File: config.mk
export PLATFORM = sky130hd
export DESIGN_NAME = serial_add_scheduler_flat
export DESIGN_NICKNAME = d
export VERILOG_FILES = /design/src/rtl/serial_add_pkg.sv /design/src/rtl/serial_add_scheduler_if.sv /design/src/rtl/serial_add_core.sv /design/src/rtl/serial_add_scheduler.sv /design/src/flat_wrapper.sv
export SDC_FILE = /design/constraint.sdc
export NUM_CORES = 1
export LEC_CHECK = 0
export CAP_MARGIN = 30
export CORE_ASPECT_RATIO = 1.25
export CORE_MARGIN = 2
export CORE_UTILIZATION = 30
export DETAILED_ROUTE_END_ITERATION = 8
export GPL_TIMING_DRIVEN = 0
export PLACE_DENSITY = 0.55
export SYNTH_ARGS = -nofsm -noshare
export SYNTH_HDL_FRONTEND = slang
export SYNTH_HIERARCHICAL = 1
export SYNTH_SLANG_ARGS = --single-unit
export TNS_END_PERCENT = 30
File: constraint.sdc
create_clock -name clock -period 2.4 [get_ports clock]
set_input_delay 0.48 -clock clock [delete_from_list [all_inputs] [get_ports clock]]
set_output_delay 0.48 -clock clock [all_outputs]
set_load 0.05 [all_outputs]
File: src/rtl/serial_add_pkg.sv
// serial_add_pkg: state encoding and default sizes shared by the serial add scheduler files.
package serial_add_pkg;
  typedef enum logic [1:0] {
    ST_IDLE  = 2'd0,
    ST_SHIFT = 2'd1,
    ST_DONE  = 2'd2
  } state_t;
  localparam int DEF_WIDTH = 8;
  localparam int DEF_CNT_W = 4;
endpackage

File: src/rtl/serial_add_scheduler_if.sv
// serial_add_scheduler_if: request/operand and result bus between two requesters and the scheduler.
interface serial_add_scheduler_if
  import serial_add_pkg::*;
#(
  parameter int WIDTH = DEF_WIDTH
);
  logic             req0;
  logic [WIDTH-1:0] a0;
  logic [WIDTH-1:0] b0;
  logic             req1;
  logic [WIDTH-1:0] a1;
  logic [WIDTH-1:0] b1;
  logic             gnt0;
  logic             gnt1;
  logic             busy;
  logic             result_valid;
  logic             result_id;
  logic [WIDTH-1:0] result_sum;
  logic             result_cout;
  modport master (
    output req0, a0, b0, req1, a1, b1,
    input  gnt0, gnt1, busy, result_valid, result_id, result_sum, result_cout
  );
  modport slave (
    input  req0, a0, b0, req1, a1, b1,
    output gnt0, gnt1, busy, result_valid, result_id, result_sum, result_cout
  );
endinterface

File: src/rtl/serial_add_core.sv
// serial_add_core: bit-serial adder datapath with loadable operand shifters, sum shifter and carry FF.
module serial_add_core
  import serial_add_pkg::*;
#(
  parameter int WIDTH = DEF_WIDTH
) (
  input  logic             clock,
  input  logic             resetn,
  input  logic             load_i,
  input  logic             clr_i,
  input  logic             shift_i,
  input  logic [WIDTH-1:0] a_i,
  input  logic [WIDTH-1:0] b_i,
  output logic [WIDTH-1:0] sum_nxt_o,
  output logic             cout_o
);
  logic [WIDTH-1:0] a_q, a_d, b_q, b_d, sum_q, sum_d;
  logic             carry_q, carry_d, s;
  assign s         = a_q[0] ^ b_q[0] ^ carry_q;
  assign cout_o    = (a_q[0] & b_q[0]) | (carry_q & (a_q[0] ^ b_q[0]));
  // sum_nxt_o is the sum register as it will be after this shift, so the final bit can be captured directly
  assign sum_nxt_o = {s, sum_q[WIDTH-1:1]};
  always_comb begin
    a_d     = load_i ? a_i : shift_i ? a_q >> 1 : a_q;
    b_d     = load_i ? b_i : shift_i ? b_q >> 1 : b_q;
    sum_d   = clr_i ? '0 : shift_i ? sum_nxt_o : sum_q;
    carry_d = clr_i ? 1'b0 : shift_i ? cout_o : carry_q;
  end
  always_ff @(posedge clock or negedge resetn) begin
    if (!resetn) begin
      a_q     <= '0;
      b_q     <= '0;
      sum_q   <= '0;
      carry_q <= 1'b0;
    end else begin
      a_q     <= a_d;
      b_q     <= b_d;
      sum_q   <= sum_d;
      carry_q <= carry_d;
    end
  end
endmodule

File: src/rtl/serial_add_scheduler.sv
// serial_add_scheduler: round-robin arbiter and load/shift/done controller sharing one serial adder.
module serial_add_scheduler
  import serial_add_pkg::*;
#(
  parameter int WIDTH = DEF_WIDTH,
  parameter int CNT_W = DEF_CNT_W
) (
  input logic                   clock,
  input logic                   resetn,
  serial_add_scheduler_if.slave bus
);
  state_t           state_q, state_d;
  logic [CNT_W-1:0] count_q, count_d;
  logic             last_id_q, last_id_d, cur_id_q, cur_id_d;
  logic             gnt0_q, gnt0_d, gnt1_q, gnt1_d;
  logic [WIDTH-1:0] sum_q, sum_d;
  logic             cout_q, cout_d, id_q, id_d;
  logic             any_req, win_id, last_bit, load, shift, finish;
  logic [WIDTH-1:0] sum_nxt;
  logic             cout;
  assign any_req  = bus.req0 | bus.req1;
  // on a tie the requester that was not served last wins; reset leaves last_id=1 so req0 takes the first tie
  assign win_id   = (bus.req0 & bus.req1) ? ~last_id_q : bus.req1;
  assign last_bit = count_q == CNT_W'(WIDTH - 1);
  serial_add_core #(.WIDTH(WIDTH)) u_core (
    .clock    (clock),
    .resetn   (resetn),
    .load_i   (load),
    .clr_i    (load),
    .shift_i  (shift),
    .a_i      (win_id ? bus.a1 : bus.a0),
    .b_i      (win_id ? bus.b1 : bus.b0),
    .sum_nxt_o(sum_nxt),
    .cout_o   (cout)
  );
  always_ff @(posedge clock or negedge resetn) begin
    if (!resetn) state_q <= ST_IDLE;
    else         state_q <= state_d;
  end
  always_comb begin
    state_d = state_q == ST_IDLE  ? (any_req ? ST_SHIFT : ST_IDLE) :
              state_q == ST_SHIFT ? (last_bit ? ST_DONE : ST_SHIFT) : ST_IDLE;
  end
  always_comb begin
    load             = (state_q == ST_IDLE) & any_req;
    shift            = state_q == ST_SHIFT;
    finish           = shift & last_bit;
    bus.busy         = state_q != ST_IDLE;
    bus.result_valid = state_q == ST_DONE;
    bus.gnt0         = gnt0_q;
    bus.gnt1         = gnt1_q;
    bus.result_sum   = sum_q;
    bus.result_cout  = cout_q;
    bus.result_id    = id_q;
  end
  always_comb begin
    count_d   = load ? '0 : shift ? count_q + 1'b1 : count_q;
    last_id_d = load ? win_id : last_id_q;
    cur_id_d  = load ? win_id : cur_id_q;
    gnt0_d    = load & ~win_id;
    gnt1_d    = load & win_id;
    sum_d     = finish ? sum_nxt : sum_q;
    cout_d    = finish ? cout : cout_q;
    id_d      = finish ? cur_id_q : id_q;
  end
  always_ff @(posedge clock or negedge resetn) begin
    if (!resetn) begin
      count_q   <= '0;
      last_id_q <= 1'b1;
      cur_id_q  <= 1'b0;
      gnt0_q    <= 1'b0;
      gnt1_q    <= 1'b0;
      sum_q     <= '0;
      cout_q    <= 1'b0;
      id_q      <= 1'b0;
    end else begin
      count_q   <= count_d;
      last_id_q <= last_id_d;
      cur_id_q  <= cur_id_d;
      gnt0_q    <= gnt0_d;
      gnt1_q    <= gnt1_d;
      sum_q     <= sum_d;
      cout_q    <= cout_d;
      id_q      <= id_d;
    end
  end
endmodule

File: src/flat_wrapper.sv
// flat-port wrapper written by rule: the top's interface ports become plain ports
module serial_add_scheduler_flat import serial_add_pkg::*;
#(
  parameter int WIDTH = DEF_WIDTH,
  parameter int CNT_W = DEF_CNT_W
)
  (clock, resetn, bus_req0, bus_a0, bus_b0, bus_req1, bus_a1, bus_b1, bus_gnt0, bus_gnt1, bus_busy, bus_result_valid, bus_result_id, bus_result_sum, bus_result_cout);
  serial_add_scheduler_if #(.WIDTH(WIDTH)) bus_i ();
  input logic clock;
  input logic resetn;
  input wire logic [$bits(bus_i.req0)-1:0] bus_req0;
  input wire logic [$bits(bus_i.a0)-1:0] bus_a0;
  input wire logic [$bits(bus_i.b0)-1:0] bus_b0;
  input wire logic [$bits(bus_i.req1)-1:0] bus_req1;
  input wire logic [$bits(bus_i.a1)-1:0] bus_a1;
  input wire logic [$bits(bus_i.b1)-1:0] bus_b1;
  output wire logic [$bits(bus_i.gnt0)-1:0] bus_gnt0;
  output wire logic [$bits(bus_i.gnt1)-1:0] bus_gnt1;
  output wire logic [$bits(bus_i.busy)-1:0] bus_busy;
  output wire logic [$bits(bus_i.result_valid)-1:0] bus_result_valid;
  output wire logic [$bits(bus_i.result_id)-1:0] bus_result_id;
  output wire logic [$bits(bus_i.result_sum)-1:0] bus_result_sum;
  output wire logic [$bits(bus_i.result_cout)-1:0] bus_result_cout;
  assign bus_i.req0 = bus_req0;
  assign bus_i.a0 = bus_a0;
  assign bus_i.b0 = bus_b0;
  assign bus_i.req1 = bus_req1;
  assign bus_i.a1 = bus_a1;
  assign bus_i.b1 = bus_b1;
  assign bus_gnt0 = bus_i.gnt0;
  assign bus_gnt1 = bus_i.gnt1;
  assign bus_busy = bus_i.busy;
  assign bus_result_valid = bus_i.result_valid;
  assign bus_result_id = bus_i.result_id;
  assign bus_result_sum = bus_i.result_sum;
  assign bus_result_cout = bus_i.result_cout;
  serial_add_scheduler #(.WIDTH(WIDTH), .CNT_W(CNT_W)) u_core (.clock(clock), .resetn(resetn), .bus(bus_i));
endmodule
; Yosys cells after proc, flatten, opt, wreduce, memory -nomap -nowiden
; Cells that the tools add are included.
; Widths: inputs -> output; s select.
[word_totals]
input_bits = 36
out_inout_bits = 14
register_bits = 45
word_cells = 50
[classes]
n_reduce_logical = 3
bitwise = 13
n_addsub = 1
mux = 17
n_eq_ne = 3
[ops]
columns = cell, count
row1 = $mux 8, 8
row2 = $mux 4, 2
row3 = $and 1x1->1, 7
row4 = $mux 2, 3
row5 = $add 4x1->4 const B, 1
row6 = $eq 4x3->1 const B, 1
row7 = $mux 1, 4
row8 = $reduce_bool 2->1, 2
row9 = $eq 2x1->1 const B, 1
row10 = $eq 2x2->1 const B, 1
row11 = $logic_not 2->1, 1
row12 = $not 1->1, 2
row13 = $or 1x1->1, 2
row14 = $xor 1x1->1, 2

; Depth between registers and ports, before layout
; Gate-level depths: netlist (run 1).
[depth]
ltp_word = 5
mapped_depth = 6
ltp_nobuf = 5

; Hierarchy
; Netlist (run 1), hierarchy kept.
[modules_own_cells]
columns = mod, seq_area_each_um2, cells_each, n_inst, area_per_inst_um2
row1 = serial_add_core, 600.6, 97, 1, 1094.8
row2 = serial_add_scheduler, 501.7, 77, 1, 1026.0

; Worst setup path after synthesis (run 1)
; OpenSTA, ideal clock, no wires.
[synth_timing]
kind = flip-flop to flip-flop
from = register u_core.state_q[0]
to = register u_core.u_core.b_q[2]
required_ns = 2.265
path_stages_with_launch = 6
setup_time_ns = 0.135
period_less_slack_ns = 1.584
n_path_buf = 1
t_arrival_ns = 1.448
slack_ns = 0.816
path_cell_list = dfrtp_1 > or2_4 > or2_4 > inv_4 > clkbuf_1 > o21ai_0
[synth_between]
elab_chain_cells = 3
word_cells_on_any_way = 5
classes_between = eq/ne (1) / mux (1) / bitwise (1) / reduce/logical (2)
[synth_rtl]
columns = item, line_no
row1 = start: declaration, serial_add_scheduler.sv:12  ; state_t state_q, state_d;
row2 = start signal: assignment, serial_add_scheduler.sv:38  ; else state_q <= state_d;
row3 = $logic_not 2->1 (*), serial_add_scheduler.sv:45  ; load = (state_q == ST_IDLE) & any_req;
row4 = $and 1x1->1 (*), serial_add_scheduler.sv:45
row5 = via u_core.load, serial_add_scheduler.sv:18  ; logic any_req, win_id, last_bit, load, shift, finish;
row6 = $mux 8 or $reduce_bool 2->1 (tied branches), --
row7 = end signal: assignment, serial_add_core.sv:32  ; b_q <= '0;
row8 = end signal: assignment, serial_add_core.sv:37  ; b_q <= b_d;
row9 = end: declaration, serial_add_core.sv:17  ; logic [WIDTH-1:0] a_q, a_d, b_q, b_d, sum_q, sum_d;
; The timed path passes the listed nets; every way through them passes the cells marked *.
; A chain may end at the register's enable or synchronous reset.

; Final worst setup path (run 1)
[layout_timing]
from = register u_core.state_q[0]
to = output bus_result_valid
[layout_between]
elab_chain_cells = 1
[layout_rtl]
columns = item, line_no
row1 = $eq 2x2->1, serial_add_scheduler.sv:49  ; bus.result_valid = state_q == ST_DONE;
row2 = end: declaration, flat_wrapper.sv:20  ; output wire logic [$bits(bus_i.result_valid)-1:0] bus_result_valid;
; No other way between the ends.

==> out/results.ini, run 1 <==
[run_status]
outcome = completed

[die]
rows = 34
core-area_um2 = 6890
die_h_um = 98.0
ioPinCount = 50
die-area_um2 = 7760
start_util_pct = 30.8
die_x_um = 79.2

[route]
wl_um = 4120
wire_per_inst_um = 12.8
drt_pass1_iterations = 3
drc = 0
final_antenna_net_count = 0
vias_per_cell = 4.42
num_vias = 1423
dr.first_iter.drc_count = 54

[setup_path]
path_class = reg -> out
worst_r2r_path_depth = 5
reg2reg_to = u_core/u_core/b_q[2]
required_ns = 1.92
r2r_start = u_core/state_q[0]
worstPathMaxFanout = 3
regToRegSetupSlack_ns = 0.63
worstSetupEndpointType = output port
startpoint_type = register
critical_path_arrival_ns = 1.72

[timing]
skew_ns = 0.00763
setup_tns_ns = 0
setup_slack_ns = 0.203
rsz0062_at_grt = no
maxSlewHeadroom_pct = 65.8
slew_viol_final = 0
worstMarginPinSlew_ns = 0.513
fin_crit_ns = 2.20
hold_viol_final = 0
hold_slack_ns = 0.151
fmaxAchievable_mhz = 455
period_share_pct = 91.6
setup_violations = 0

[synth]
synthFlopType = dfrtp_1
synth_fp_nets = 212
avgSynthCellArea_um2 = 12.2
seq_area_frac_synth_pct = 52.0
netlist_area_um2 = 2120
synth_seq_cells = 44
synthCells = 174
ys_async_sr_fraction_pct = 100
synth_top_area_share_pct = 50.7
yosys.area.top_type = dfrtp_1
yosysWarnings = 6
synth_edf_count = 0
synth_cell_types = 31
synth.area.top_cells = dfrtp_1 51%, mux2_2 13%, mux2i_1 11%

[power]
ir_worst_vdd_uv = 574
p_leak_nw = 1.32
p_total_w = 0.00358
power_density_nw_per_um2 = 1250

[final_layout]
diodes = 0
fin_area_um2 = 2870
nNetsFinal = 269
synthToLayoutAreaGrowth_pct = 35.5
drive_gt1_share_pct = 23.3

[min_path]
hold_path_class = in -> async

[global_route]
overflow = 0
grt_max_degree = 24
grt_pass1_vias = 1561
antenna_found_initial = 0
grt_pass1_wl_um = 7170
grt.total_usage_pct = 11.8

[placed_design]
pre_cts_ws_ns = 0.254
dp.final_hpwl_um = 3030
place_area_um2 = 2750
gp_congestion = 0.709
io_buffer_count = 49

[cts]
cts_num_sinks = 44
ctsResizeCount = 0
cts_tree = yes
clkLatencyLatePin_ns = 0.29
cts_max_level = 2
ctsRootBufferMaster = clkbuf_8
cts_buffers = 5
ctsHoldBuffers = 0
clockBufferDepth = 2
clk_pin_slew_ns = 0.08
cts_setup_buffers = 0

[job]
max-cap-violations = 0

-- cells in the mapped netlist, types with 3 or more instances --
master   count
dfrtp_1     43
buf_2        3
o21ai_0     10
o21ai_1     10
nand2_1     20
mux2i_1     24
nor2_1      10
mux2_2      24
-- layout by cell type, fill, tap and decap left out, types with 2 or more instances in the layout --
cell type	instances
a21oi_1	2
buf_2	4
buf_4	2
buf_6	2
clkbuf_8	7
clkdlybuf4s50_1	48
dfrtp_1	43
mux2_1	2
mux2_2	24
mux2_4	2
mux2i_1	24
nand2_1	20
nand2b_1	2
nor2_1	10
o21ai_0	10
o21ai_1	10
or2_4	2
-- worst max path at each step --
| stage | slack (ns) | to | start | depth (start not counted) |
|---|---|---|---|---|
| after floorplan | 0.82 | u_core/u_core/b_q[2] | u_core/state_q[0] | 5 |
| after global placement | -0.40 | u_core/bus.result_sum[4] | resetn | 1 |
| after detailed placement | 0.25 | u_core/u_core/b_q[2] | bus_req0 | 6 |
| after CTS | 0.18 | bus_result_valid | u_core/state_q[0] | 2 |
| after global routing | 0.15 | bus_result_valid | u_core/state_q[0] | 2 |
| final | 0.20 | bus_result_valid | u_core/state_q[0] | 2 |
-- layout make-up --
cell class | instances | area, um^2
fillers | 689 | 4020
flip-flops and latches | 44 | 1100
multi-input cells | 117 | 913
repair buffers | 50 | 513
well taps | 90 | 113
clock buffers | 7 | 96.3
plain buffers | 11 | 95.1
clock inverters | 1 | 30.0
inverters | 2 | 10.0
-- kinds of logic (layout without fill, tap and decap cells) --
group           count (synthesis)  count (layout)  share of synthesized area [%]
compound gates                 24              24                           6.08
buf+inv                        13              71                           4.95
simple gates                   39              39                           8.91
flops                          44              44                           52.0
fa+ha+maj                       2               2                           1.53
mux                            52              52                           26.5
-- metrics by stage --
stage,instances,utilization (%)
5_1_grt,322,41.7
6_report,322,41.7
4_1_cts,322,41.7
3_5_place_dp,314,39.9
3_3_place_gp,313,39.5
2_1_floorplan,174,-
-- power by group --
part | total (W) | leakage [nW] | switching [W] | internal, W
logic | 0.00171 | 0.698 | 0.000903 | 0.000806
registers | 0.00127 | 0.562 | 0.000199 | 0.00107
clock network | 0.000608 | 0.0645 | 0.000241 | 0.000367
-- registers in the layout, indices dropped and copies added, names as in the netlist --
| signal | cells |
|---|---|
| u_core/bus.result_sum | 8 |
| u_core/u_core/a_q | 8 |
| u_core/u_core/b_q | 8 |
| u_core/u_core/sum_q | 7 |
| u_core/count_q | 4 |
| u_core/state_q | 2 |
| u_core/bus.gnt0 | 1 |
| u_core/bus.gnt1 | 1 |
| u_core/bus.result_cout | 1 |
| u_core/bus.result_id | 1 |
| u_core/cur_id_q | 1 |
| u_core/last_id_q | 1 |
| u_core/u_core/carry_q | 1 |
-- layer usage --
layer | up-vias | track usage [%] | routed length [um]
met4 | 0 | 4.77 | 84
met1 | 684 | 14.6 | 1840
li1 | 709 | - | -
met3 | 6 | 2.77 | 141
met5 | - | 0 | 0
met2 | 24 | 19.6 | 2060
-- worst max-delay path: stages, from the launching register on --
cell	delay, ns
dfrtp_1	0.42
and2b_2	0.22
clkdlybuf4s50_1	0.79
Power figures use the tool's default switching activity.
==> run 2: changes to the inputs <==
- CORE_UTILIZATION: 30 -> 53
- PLACE_DENSITY: 0.55 -> 0.86
==> out/results.ini, run 2 (synthesis gave the netlist of run 1 again) <==
[run_status]
outcome = completed

[timing]
worstMarginPinSlew_ns = 0.528
hold_slack_ns = 0.142
slew_viol_final = 0
fmaxAchievable_mhz = 456
maxSlewHeadroom_pct = 64.7
setup_violations = 0
hold_viol_final = 0
skew_ns = 0.00397
fin_crit_ns = 2.19
period_share_pct = 91.4
rsz0062_at_grt = no
setup_tns_ns = 0

[route]
dr.first_iter.drc_count = 65
num_vias = 1498
wl_um = 4130
vias_per_cell = 5.24
final_antenna_net_count = 0
drt_pass1_iterations = 4
wire_per_inst_um = 14.4
drc = 0

[global_route]
overflow = 0
antenna_found_initial = 0
grt_max_degree = 25
grt_pass1_wl_um = 6850
grt_pass1_vias = 1522
grt.total_usage_pct = 20.6

[final_layout]
nNetsFinal = 269
final_util_pct = 73.1
layout_common_cells = 48 x clkdlybuf4s50_1, 43 x dfrtp_1, 24 x mux2_2, 24 x mux2i_1, 20 x nand2_1
synthToLayoutAreaGrowth_pct = 31.6
finalNonFillerCells = 286
drive_gt1_share_pct = 22.4
final_common_cell = clkdlybuf4s50_1
regArea_um2 = 1100
fillers = 279
diodes = 0
multiInputGateArea_um2 = 913

[setup_path]
path_class = reg -> out
worstPathCellList = and2b_2 -> clkdlybuf4s50_1
required_ns = 1.92
critical_path_arrival_ns = 1.71
worstPathMaxFanout = 3
worstSetupEndpointType = output port
startpoint_type = register
cp_top_family = buffers and inverters
crit_slowest_cell = clkdlybuf4s50_1
critPathBufInv = 1
cp_slowest_stage_delay_ns = 0.79

[power]
switching_share_pct = 39.1
comb_power_share_pct = 49.8
p_sw_w = 0.00135
p_seq_share_pct = 36.8
clkPwrFrac_pct = 13.4
ir_worst_vdd_uv = 723
power_density_nw_per_um2 = 1240
p_leak_nw = 1.31
p_int_w = 0.00211

[die]
die_x_um = 60.6
start_util_pct = 55.6
core-area_um2 = 3820
die_h_um = 74.7
rows = 25
ioPinCount = 50
die-area_um2 = 4530

[cts]
cts_setup_buffers = 0
clkLatencyLatePin_ns = 0.29
cts_max_level = 2
cts_tree = yes
clk_pin_slew_ns = 0.08
ctsRootBufferMaster = clkbuf_8
cts_num_sinks = 44
clockBufferDepth = 2
ctsResizeCount = 0
ctsHoldBuffers = 0
cts_buffers = 5

[min_path]
hold_path_class = in -> async

[placed_design]
dp_cells = 278
dp.final_hpwl_um = 3030
gp_congestion = 0.791
io_buffer_count = 49

[job]
max-cap-violations = 0

run 2: metrics by stage:
| stage | instance area, um^2 | setup WS [ns] | power, W |
|---|---|---|---|
| after detailed placement | 2700 | 0.262 | 0.00301 |
| after global placement | 2680 | -0.278 | 0.00294 |
| after floorplan | 2120 | 0.816 | 0.00253 |
| final | 2790 | 0.207 | 0.00346 |
| after global routing | 2790 | 0.161 | 0.00369 |
| after CTS | 2790 | 0.192 | 0.00349 |
run 2: area by class of cell:
cell class              instances  area share (%)
well taps                      54            2.42
plain buffers                  11            3.41
flip-flops and latches         44            39.5
clock buffers                   8            3.23
inverters                       2           0.359
repair buffers                 50            18.4
multi-input cells             117            32.7
run 2: per-layer routing:
layer,global-route usage (%),vias up,share of wire [%]
met5,0,-,0
met4,7.25,0,1.0
met3,3.09,5,5.3
met2,36.8,49,55
met1,24.9,734,39
li1,-,710,-
run 2: path summary, 6_finish.rpt:
path                                           from                       end  slack (ns)  depth (start not counted)
max                               u_core/state_q[0]          bus_result_valid        0.21                          2
min                                          resetn      u_core/u_core/b_q[3]        0.14                          1
max reg2reg                       u_core/state_q[0]      u_core/u_core/b_q[2]        0.67                          5
min reg2reg                u_core/bus.result_sum[7]  u_core/bus.result_sum[7]        0.50                          1
max in group asynchronous                    resetn  u_core/bus.result_sum[6]        1.77                          2
min in group clock         u_core/bus.result_sum[7]  u_core/bus.result_sum[7]        0.50                          1
run 2: power groups by stage:
stage | clock network [W] | registers [W] | logic [W]
4_1_cts | 0.000475 | 0.00128 | 0.00173
2_1_floorplan | 0 | 0.00150 | 0.00103
5_1_grt | 0.000497 | 0.00131 | 0.00188
3_3_place_gp | 0 | 0.00127 | 0.00167
6_report | 0.000465 | 0.00127 | 0.00172
3_5_place_dp | 0 | 0.00129 | 0.00172
run 2: worst register-to-register path: cells and delay by family, from the launching register on:
kind | cells | cell delay [ns]
simple gates | 2 | 0.54
buf+inv | 2 | 0.48
flops | 1 | 0.42
compound gates | 1 | 0.17
==> run 3: changes to the inputs <==
--- a/config.mk
+++ b/config.mk
@@ -13,3 +13,3 @@
 export GPL_TIMING_DRIVEN = 0
-export PLACE_DENSITY = 0.86
+export PLACE_DENSITY = 0.84
 export SYNTH_ARGS = -nofsm -noshare
==> constraint.sdc (replaced) <==
create_clock -name clock -period 2.4 [get_ports clock]
set_input_delay 0.24 -clock clock [delete_from_list [all_inputs] [get_ports clock]]
set_output_delay 0.24 -clock clock [all_outputs]
set_load 0.05 [all_outputs]
==> out/results.ini, run 3 (synthesis gave the netlist of run 1 again) <==
[run_status]
outcome = completed

[setup_path]
r2r_start = u_core/state_q[0]
worst_r2r_path_depth = 5
path_class = reg -> out
regToRegSetupSlack_ns = 0.62
reg2reg_to = u_core/u_core/b_q[5]
required_ns = 2.16
startpoint_type = register
worstPathMaxFanout = 3
worstSetupEndpointType = output port
critical_path_arrival_ns = 1.70

[timing]
period_share_pct = 80.9
setup_tns_ns = 0
hold_viol_final = 0
slew_viol_final = 0
fin_crit_ns = 1.94
setup_violations = 0
maxSlewHeadroom_pct = 66.3
worstMarginPinSlew_ns = 0.503
fmaxAchievable_mhz = 515
skew_ns = 0.00459
setup_slack_ns = 0.458
rsz0062_at_grt = no

[cts]
cts_max_level = 2
cts_num_sinks = 44
ctsResizeCount = 0
clk_pin_slew_ns = 0.08
ctsRootBufferMaster = clkbuf_8
cts_setup_buffers = 0
clockBufferDepth = 2
ctsHoldBuffers = 1
cts_buffers = 5
clkLatencyLatePin_ns = 0.29
cts_tree = yes

[route]
wire_per_inst_um = 14.4
drc = 0
vias_per_cell = 5.11
wl_um = 4130
dr.first_iter.drc_count = 71
final_antenna_net_count = 0
num_vias = 1466
drt_pass1_iterations = 4

[global_route]
grt_pass1_vias = 1528
grt.total_usage_pct = 20.8
antenna_found_initial = 0
grt_pass1_wl_um = 6980
grt_max_degree = 45
overflow = 0

[placed_design]
io_buffer_count = 49
gp_congestion = 0.849
pre_cts_ws_ns = 0.500
dp.final_hpwl_um = 3040

[final_layout]
drive_gt1_share_pct = 23.2
layout_common_cells = 48 x clkdlybuf4s50_1, 43 x dfrtp_1, 24 x mux2_2, 24 x mux2i_1, 20 x nand2_1
final_common_cell = clkdlybuf4s50_1
diodes = 0
regArea_um2 = 1100
synthToLayoutAreaGrowth_pct = 33.5
nNetsFinal = 270
multiInputGateArea_um2 = 913
fillers = 279

[die]
rows = 25
ioPinCount = 50
die_h_um = 74.7
die_x_um = 60.6
core-area_um2 = 3820
die-area_um2 = 4530
start_util_pct = 55.6

[power]
ir_worst_vdd_uv = 742
p_leak_nw = 1.33
power_density_nw_per_um2 = 1270

[job]
max-cap-violations = 0

[min_path]
hold_path_class = in -> async

run 3: how the worst max path moves through the flow:
stage	from	end	slack, ns	cells past startpoint
after CTS	u_core/state_q[0]	bus_result_valid	0.44	2
after floorplan	u_core/state_q[0]	u_core/u_core/b_q[2]	0.82	5
after global placement	resetn	u_core/bus.result_sum[0]	0.06	1
after detailed placement	bus_req0	u_core/u_core/b_q[5]	0.50	6
after global routing	u_core/state_q[0]	bus_result_valid	0.41	2
final	u_core/state_q[0]	bus_result_valid	0.46	2
run 3: metal layers:
| layer | wire length, um | track usage, % | vias up | part of all wire, % |
|---|---|---|---|---|
| li1 | - | - | 708 | - |
| met1 | 1730 | 25.4 | 715 | 42 |
| met2 | 2190 | 36.8 | 37 | 53 |
| met3 | 155 | 3.09 | 6 | 3.8 |
| met4 | 51 | 7.97 | 0 | 1.2 |
| met5 | 0 | 0 | - | 0 |
run 3: critical path: stages, from the launching register on:
cell	delay [ns]
dfrtp_1	0.42
and2b_2	0.22
clkdlybuf4s50_1	0.78
run 3: through the flow:
stage / hold WS, ns / area (um^2) / total power [W] / utilization [%] / instances
2_1_floorplan: -0.0556 / 2120 / 0.00253 / - / 174
3_3_place_gp: 0.472 / 2680 / 0.00294 / 70.2 / 277
3_5_place_dp: 0.228 / 2690 / 0.00302 / 70.6 / 278
4_1_cts: 0.458 / 2830 / 0.00363 / 74.2 / 287
5_1_grt: 0.470 / 2830 / 0.00384 / 74.2 / 287
6_report: 0.448 / 2830 / 0.00361 / 74.2 / 287
run 3: report_power, final:
group / switching [W] / internal (W) / total [W]
sequential: 0.000209 / 0.00107 / 0.00128
clock: 0.000231 / 0.000367 / 0.000598
combinational: 0.000923 / 0.000807 / 0.00173
run 3: area by class of cell:
class,instances,area share [%]
Timing Repair Buffer,51,18.2
Inverter,2,0.354
Clock buffer,7,3.40
Sequential cell,44,38.9
Tap cell,54,2.39
Multi-Input combinational cell,117,32.3
Clock inverter,1,1.06
Buffer,11,3.36
